<file path="config.mk">
export PLATFORM = sky130hd
export DESIGN_NAME = coletor_digitos
export DESIGN_NICKNAME = d
export VERILOG_FILES = /design/src/rtl/coletor_digitos_pkg.sv /design/src/rtl/coletor_digitos_timeout.sv /design/src/rtl/coletor_digitos.sv
export SDC_FILE = /design/constraint.sdc
export NUM_CORES = 1
export LEC_CHECK = 0
export ABC_AREA = 1
export BUFFER_PORTS_ARGS = -buffer_cell sky130_fd_sc_hd__clkbuf_2
export CAP_MARGIN = 25
export CORE_ASPECT_RATIO = 1.4
export CORE_UTILIZATION = 46
export CTS_CLUSTER_DIAMETER = 150
export DETAILED_ROUTE_END_ITERATION = 12
export GPL_TIMING_DRIVEN = 0
export PLACE_DENSITY = 0.69
export SLEW_MARGIN = 25
export SYNTH_ARGS = -nofsm -noshare
export SYNTH_HDL_FRONTEND = slang
export SYNTH_SLANG_ARGS = --single-unit
</file>
<file path="constraint.sdc">
create_clock -name clk -period 6.5 [get_ports clk]
set_input_delay 0.65 -clock clk [delete_from_list [all_inputs] [get_ports clk]]
set_output_delay 0.65 -clock clk [all_outputs]
set_load 0.05 [all_outputs]
</file>
<file path="src/rtl/coletor_digitos_pkg.sv">
// Shared keypad types: packed password word, key codes and collector FSM states.
// Digit index 0 is always the most recent key.
package coletor_digitos_pkg;

    localparam int NUM_DIGITOS = 20;
    localparam int COUNT_W     = $clog2(NUM_DIGITOS + 1);

    localparam logic [3:0] KEY_STAR     = 4'hA;
    localparam logic [3:0] KEY_HASH     = 4'hB;
    localparam logic [3:0] DIGITO_VAZIO = 4'hF;

    typedef logic [NUM_DIGITOS-1:0][3:0] senhaPac_t;
    typedef logic [COUNT_W-1:0]          count_t;

    typedef enum logic [1:0] {
        ST_DISABLED,
        ST_EMPTY,
        ST_COLLECTING,
        ST_EMIT
    } coletor_state_e;

    localparam senhaPac_t SENHA_VAZIA    = {NUM_DIGITOS{DIGITO_VAZIO}};
    localparam senhaPac_t SENHA_ESPECIAL = {NUM_DIGITOS{KEY_HASH}};
    localparam count_t    COUNT_MAX      = COUNT_W'(NUM_DIGITOS);

    function automatic logic is_digit(input logic [3:0] key);
        return key <= 4'd9;
    endfunction

    // New digit enters at index 0; the digit at the top index falls off.
    function automatic senhaPac_t push_digit(input senhaPac_t buf_in, input logic [3:0] digit);
        return {buf_in[NUM_DIGITOS-2:0], digit};
    endfunction

endpackage

</file>
<file path="src/rtl/coletor_digitos_timeout.sv">
// Inactivity down-counter: reload sets it to TIMEOUT_CYCLES, run counts it down.
// expire pulses for the single cycle in which the count sits at 1 while running.
module contador_timeout #(
    parameter int TIMEOUT_CYCLES = 5000
) (
    input  logic clk,
    input  logic rst,
    input  logic reload,
    input  logic run,
    output logic expire
);

    localparam int            CNT_W      = $clog2(TIMEOUT_CYCLES + 1);
    localparam logic [CNT_W-1:0] RELOAD_VAL = CNT_W'(TIMEOUT_CYCLES);

    logic [CNT_W-1:0] cnt_q;
    logic [CNT_W-1:0] cnt_d;

    always_comb begin
        cnt_d = cnt_q;
        if (reload) begin
            cnt_d = RELOAD_VAL;
        end else if (run && (cnt_q != '0)) begin
            cnt_d = cnt_q - CNT_W'(1);
        end
    end

    // Independent of reload so the parent can let a same-cycle key win.
    assign expire = run && (cnt_q == CNT_W'(1));

    always_ff @(posedge clk or posedge rst) begin
        if (rst) begin
            cnt_q <= '0;
        end else begin
            cnt_q <= cnt_d;
        end
    end

endmodule

</file>
<file path="src/rtl/coletor_digitos.sv">
// Keypad digit collector: shifts digits into a 20-digit buffer, emits a word on '*'/'#'.
// Partial entries are dropped after TIMEOUT_CYCLES idle cycles; enable=0 clears everything.
import coletor_digitos_pkg::*;

module coletor_digitos #(
    parameter int TIMEOUT_CYCLES = 5000
) (
    input  logic       clk,
    input  logic       rst,
    input  logic       enable,
    input  logic [3:0] key_code,
    input  logic       key_valid,
    output senhaPac_t  digitos_value,
    output logic       digitos_valid,
    output senhaPac_t  digitos_live,
    output logic [4:0] digitos_count
);

    coletor_state_e state_q, state_d;
    senhaPac_t      buf_q, buf_d;
    senhaPac_t      value_q, value_d;
    count_t         count_q, count_d;

    logic timer_reload;
    logic timer_run;
    logic timer_expire;

    assign timer_run = (state_q == ST_COLLECTING);

    contador_timeout #(
        .TIMEOUT_CYCLES (TIMEOUT_CYCLES)
    ) u_timeout (
        .clk    (clk),
        .rst    (rst),
        .reload (timer_reload),
        .run    (timer_run),
        .expire (timer_expire)
    );

    always_comb begin
        state_d      = state_q;
        buf_d        = buf_q;
        count_d      = count_q;
        value_d      = value_q;
        timer_reload = 1'b0;

        unique case (state_q)
            ST_DISABLED: begin
                buf_d   = SENHA_VAZIA;
                count_d = '0;
                if (enable) begin
                    state_d = ST_EMPTY;
                end
            end

            ST_EMPTY, ST_COLLECTING: begin
                if (!enable) begin
                    buf_d   = SENHA_VAZIA;
                    count_d = '0;
                    state_d = ST_DISABLED;
                end else if (key_valid && is_digit(key_code)) begin
                    buf_d        = push_digit(buf_q, key_code);
                    count_d      = (count_q == COUNT_MAX) ? count_q : count_q + count_t'(1);
                    timer_reload = 1'b1;
                    state_d      = ST_COLLECTING;
                end else if (key_valid && (key_code == KEY_STAR)) begin
                    value_d = buf_q;
                    buf_d   = SENHA_VAZIA;
                    count_d = '0;
                    state_d = ST_EMIT;
                end else if (key_valid && (key_code == KEY_HASH)) begin
                    value_d = SENHA_ESPECIAL;
                    buf_d   = SENHA_VAZIA;
                    count_d = '0;
                    state_d = ST_EMIT;
                end else if ((state_q == ST_COLLECTING) && timer_expire) begin
                    // Keys 0xC-0xF land here too: they never refresh the timer.
                    buf_d   = SENHA_VAZIA;
                    count_d = '0;
                    state_d = ST_EMPTY;
                end
            end

            ST_EMIT: begin
                // Buffer was already cleared on entry; keys here are dropped.
                state_d = enable ? ST_EMPTY : ST_DISABLED;
            end

            default: begin
                buf_d   = SENHA_VAZIA;
                count_d = '0;
                state_d = ST_DISABLED;
            end
        endcase
    end

    always_ff @(posedge clk or posedge rst) begin
        if (rst) begin
            state_q <= ST_DISABLED;
            buf_q   <= SENHA_VAZIA;
            value_q <= SENHA_VAZIA;
            count_q <= '0;
        end else begin
            state_q <= state_d;
            buf_q   <= buf_d;
            value_q <= value_d;
            count_q <= count_d;
        end
    end

    assign digitos_value = value_q;
    assign digitos_valid = (state_q == ST_EMIT);
    assign digitos_live  = buf_q;
    assign digitos_count = count_q;

endmodule

</file>
After elaboration in Yosys (flattened, before gate mapping)
Index checks and enable logic that the tools add are counted.
{"block": "op_classes", "n_reduce_logical": 16, "muxes": 28, "eq_ne": 10, "add_sub_neg": 2, "magnitude_cmp": 1, "bitwise": 1}
{"operator": "two-way mux 80 bit", "n": 7}
{"operator": "case mux 80 bit (2 select lines)", "n": 1}
{"operator": "two-way mux 5 bit", "n": 6}
{"operator": "two-way mux 13 bit", "n": 2}
{"operator": "equality test 13 x 1 -> 1 bit (second input constant)", "n": 1}
{"operator": "nonzero test 13 bit", "n": 1}
{"operator": "subtractor 13 x 1 -> 13 bit (second input constant)", "n": 1}
{"operator": "two-way mux 2 bit", "n": 6}
{"operator": "case mux 5 bit (2 select lines)", "n": 1}
{"operator": "equality test 4 bit (second input constant)", "n": 2}
{"operator": "logical AND 1 bit", "n": 6}
{"operator": "inequality test 6 bit (second input constant)", "n": 1}
{"operator": "case mux 2 bit (3 select lines)", "n": 1}
{"operator": "nonzero test 2 bit", "n": 3}
{"operator": "adder 5 x 1 -> 5 bit (second input constant)", "n": 1}
{"operator": "equality test 5 bit (second input constant)", "n": 1}
{"operator": "equality test 2 bit (second input constant)", "n": 2}
{"operator": "less-or-equal comparator 4 bit (second input constant)", "n": 1}
{"operator": "two-way mux 1 bit", "n": 4}
{"operator": "inequality test 4 bit (second input constant)", "n": 1}
{"operator": "AND reduction 2 bit", "n": 2}
{"operator": "AND reduction 4 bit", "n": 1}
{"operator": "AND reduction 3 bit", "n": 1}
{"operator": "equality test 2 x 1 -> 1 bit (second input constant)", "n": 1}
{"operator": "4 further kinds", "n": 4}
{"block": "word_totals", "ff_bits": 180, "elab_cells": 101}

Longest topological paths before layout
{"block": "logic_depth", "word_depth": 9, "ltp_mapped": 11, "ltp_nobuf": 10}

Hierarchy
A second synthesis with hierarchy kept.
{"block": "unflattened", "hier_cells": 845, "area_unflattened_um2": 8046.5}
{"mod": "coletor_digitos", "seq_area_each_um2": 4379.2, "n_inst": 1, "cells_each": 711, "area_each_um2": 7114.3}
{"mod": "contador_timeout", "seq_area_each_um2": 325.3, "n_inst": 1, "cells_each": 134, "area_each_um2": 932.1}

Least setup slack after synthesis
No wires, ideal clock.
{"block": "synth_timing", "path_kind": "register -> register", "startpoint": "register count_q[0], in the netlist digitos_count[0]", "endpoint": "register count_q[2], in the netlist digitos_count[2]", "n_path_buf": 0, "path_stages_with_launch": 11, "t_arrival_ns": 1.656, "setup_time_ns": 0.120, "slack_ns": 4.724, "period_less_slack_ns": 1.776, "cell_sequence": "dfrtp_1 -> inv_1 -> ha_1 -> nand2_1 -> inv_1 -> nand4_1 -> nor2_1 -> nor2_1 -> nand2_1 -> nand2_1 -> nand2_1"}
{"block": "synth_between", "elab_chain_cells": 5}
{"element": "from (decl)", "line_no": "coletor_digitos.sv:22", "rtl": "count_t count_q, count_d;"}
{"element": "from (signal assigned)", "line_no": "coletor_digitos.sv:107", "rtl": "count_q <= count_d;"}
{"element": "adder 5 x 1 -> 5 bit", "line_no": "coletor_digitos.sv:63", "rtl": "count_d = (count_q == COUNT_MAX) ? count_q : count_q + count_t'(1);"}
{"element": "two-way mux 5 bit", "line_no": "coletor_digitos.sv:63"}
{"element": "two-way mux 5 bit", "line_no": "coletor_digitos.sv:61", "rtl": "end else if (key_valid && is_digit(key_code)) begin"}
{"element": "two-way mux 5 bit", "line_no": "coletor_digitos.sv:57", "rtl": "if (!enable) begin"}
{"element": "case mux 5 bit (2 select lines)", "line_no": "coletor_digitos.sv:47", "rtl": "unique case (state_q)"}
Several ways; a longest one is shown, not always the timed one. The select of a mux whose other input is x is not followed.
A chain may end at the register's enable or synchronous reset.

Final worst setup path
{"block": "layout_timing", "startpoint": "register state_q[0]", "endpoint": "register value_q (netlist bit digitos_value[56])"}
{"block": "layout_between", "elab_chain_cells": 3}
{"element": "from (decl)", "line_no": "coletor_digitos.sv:19", "rtl": "coletor_state_e state_q, state_d;"}
{"element": "from (signal assigned)", "line_no": "coletor_digitos.sv:104", "rtl": "state_q <= state_d;"}
{"element": "equality test 2 x 1 -> 1 bit / equality test 2 bit (equally long branches)", "line_no": "coletor_digitos.sv:47"}
{"element": "OR reduction 2 bit (*)", "line_no": "coletor_digitos.sv:47"}
{"element": "AND reduction 4 bit (no source line) (*)"}
{"element": "to (signal assigned)", "line_no": "coletor_digitos.sv:106", "rtl": "value_q <= value_d;"}
{"element": "to (decl)", "line_no": "coletor_digitos.sv:21", "rtl": "senhaPac_t value_q, value_d;"}
Mark *: on every way between the ends. The rest lies on a longest branch, timed or not.

==> impl_metrics.tcl <==
set metrics [dict create \
    setup-violations-final 0 \
    synth.avg_cell_area_um2 9.029 \
    detail_route.wirelength_mm 21.65 \
    grt_util_all_layers_pct 23.90 \
    dp_cells 1348 \
    die_h_um 162.1 \
    worstMarginPinSlew_ns 0.5980 \
    yosysUniqueCellTypes 33 \
    critPathCapture "digitos_value[56]$_DFFE_PP1P_" \
    r2r-start "state_q[0]$_DFFE_PP0P_" \
    place_hpwl_mm 15.20 \
    synth_common_cells "256 x nand2_1, 160 x dfstp_2, 110 x inv_1" \
    grt_pass1_vias 6512 \
    cts_root_buf "clkbuf_16" \
    hold_buffers 0 \
    gp_congestion 0.9063 \
    yosysTopAreaCell "dfstp_2" \
    ys.flop_type "dfstp_2" \
    synth_edf_count 0 \
    synth.most_common_cell "nand2_1" \
    yosys_warnings 0 \
    final_cells 1379 \
    hold_viol 0 \
    final_layout_size_suffix_gt1_share_pct 41.00 \
    ios 174 \
    worstSetupStartpointType "register" \
    final.min_clock_period_ns 2.303 \
    clock_path_buffers 2 \
    antenna_found_initial 0 \
    routed_via_density 4.984 \
    final.fill_count 1632 \
    cp-end-kind "register" \
    clk_latency_ns 0.43 \
    synth.top_cells.by_area "dfstp_2 50%, nand2_1 11%, dfrtp_1 5.9%, nand3_1 5.4%, inv_1 4.9%" \
    yosysTopAreaCellShare_pct 49.90 \
    start_util_pct 47.00 \
    synthesis.area_um2 8424 \
    cts_resized 0 \
    die_area_um2 18870 \
    clk_pin_slew_ns 0.07 \
    cp_data_required_time_ns 6.86 \
    rows 58 \
    area_growth_pct 22.40 \
    skew_ns 0.01231 \
    drt_iter0_drc 358 \
    core_um2 17920 \
    h-tree-depth 4 \
    post-cts-setup-buffers 0 \
    antenna_cells 0 \
    cp_max_fo 10 \
    relSlewSlack_pct 60.14 \
    final_nets 1145 \
    io_buffers 173 \
    rsz0062_at_grt "no" \
    firstDrtPassIters 6 \
    grt_pass1_wl_mm 34.43 \
    arrival_ns 2.67 \
    grt_max_degree 91 \
    ant_nets 0 \
    cts_tree "yes" \
    wire_per_inst_um 15.70 \
    path_class "reg2reg" \
    r2r_end "digitos_value[56]$_DFFE_PP1P_" \
    drc 0 \
    syn_inst 933 \
    die-width_um 116.4 \
    cts_buffers 17 \
    async_flop_share_pct 100.0 \
    design_area_um2 10310 \
    startpoint "state_q[0]$_DFFE_PP0P_" \
    outcome "finished clean" \
    drv_cap 0 \
    synthesis.nets 951 \
    max_freq_mhz 434.2 \
    vias 6873 \
    place_area_um2 9653 \
    worst-r2r-cell-count 8 \
    ys_ff_latch 180 \
    post-route-period-util_pct 35.43 \
    slew_violations 0 \
    clock_sinks 180 \
    hold_class "in2async" \
    seq_area_frac_synth_pct 55.84 \
    r2r_slack_ns 4.20 \
    overflow 0 \
]
how the worst min path moves through the flow:
stage	start	to	slack [ns]	cells after the start
floorplan	u_timeout.cnt_q[12]$_DFFE_PP0P_	u_timeout.cnt_q[12]$_DFFE_PP0P_	0.47	2
global placement	digitos_live[42]$_DFFE_PP1P_	digitos_live[42]$_DFFE_PP1P_	0.46	2
detailed placement	digitos_live[70]$_DFFE_PP1P_	digitos_live[70]$_DFFE_PP1P_	0.46	2
CTS	rst	digitos_count[1]$_DFFE_PP0P_	0.10	2
global route	rst	digitos_count[1]$_DFFE_PP0P_	0.1	2
finish	rst	digitos_count[1]$_DFFE_PP0P_	0.11	2
layout by cell type, fill, tap and decap left out, types with 3 or more instances in the layout:
| master | netlist | layout |
|---|---|---|
| ha_1 | 10 | 10 |
| buf_1 | 5 | 5 |
| nand3_2 | 11 | 11 |
| clkbuf_16 | 0 | 17 |
| clkinvlp_4 | 0 | 3 |
| nor2_4 | 3 | 3 |
| nand2_1 | 256 | 256 |
| dfstp_2 | 160 | 160 |
| nand2_2 | 4 | 4 |
| nor2_1 | 25 | 25 |
| o22ai_2 | 10 | 10 |
| or2_0 | 16 | 16 |
| o22ai_1 | 50 | 50 |
| or2_2 | 29 | 29 |
| nand4_1 | 5 | 5 |
| inv_6 | 0 | 3 |
| buf_6 | 8 | 8 |
| or2_1 | 14 | 14 |
| inv_2 | 3 | 3 |
| bufinv_16 | 0 | 5 |
| nand3_1 | 91 | 91 |
| inv_1 | 110 | 109 |
| o21ai_0 | 43 | 43 |
| clkbuf_1 | 12 | 12 |
| clkbuf_2 | 0 | 173 |
| o21ai_1 | 7 | 7 |
| dfrtp_1 | 20 | 20 |
| buf_2 | 27 | 27 |
sequential cells by signal (all words and copies together) (netlist names):
register         cells
u_timeout.cnt_q     13
state_q              2
digitos_value       80
digitos_count        5
digitos_live        80
worst max-delay path, cell delays in order, from the launching register on:
cell	delay [ns]
dfrtp_1	0.40
inv_1	0.10
ha_1	0.32
nand2_1	0.17
nor2_4	0.37
nand2_2	0.26
clkbuf_1	0.35
o22ai_1	0.21
inv_1	0.06
per-stage QoR:
stage,utilization [%],setup slack (ns),hold slack [ns],setup TNS [ns]
floorplan,-,1.228,0.4708,0
global placement,53.50,-1.032,0.4597,-20.36
detailed placement,53.85,4.108,0.4633,0
CTS,57.52,4.142,0.1012,0
global route,57.52,4.015,0.09977,0
finish,57.52,4.197,0.1080,0
per-layer routing:
| metal | GRT usage, % | part of all wire, % |
|---|---|---|
| met1 | 30.74 | 44 |
| met2 | 39.99 | 50 |
| met3 | 4.627 | 4.3 |
| met4 | 7.925 | 2.0 |
| met5 | 0 | 0 |
cells by family after synthesis:
group                      after synthesis  share of synthesized area [%]
adders and majority gates               10                          1.485
and+or+nand+nor                        462                          25.49
xor gates and xnor gates                 3                         0.3120
AOI/OAI and AO/OA                      111                          8.228
DFF                                    180                          55.84
buffers and inverters                  167                          8.644
final cells by class:
class	instances	area, um^2	area share [%]
Clock buffer	18	439.2	4.259
Sequential cell	180	4705	45.63
Buffer	54	304.0	2.949
Multi-Input combinational cell	586	2992	29.01
Timing Repair Buffer	175	920.9	8.931
Clock inverter	13	219.0	2.124
Inverter	113	431.7	4.186
Tap cell	240	300.3	2.912
Power is left out: the tool's default activity adds up to more than one toggle a clock period on the data nets, which glitch-free logic cannot reach.
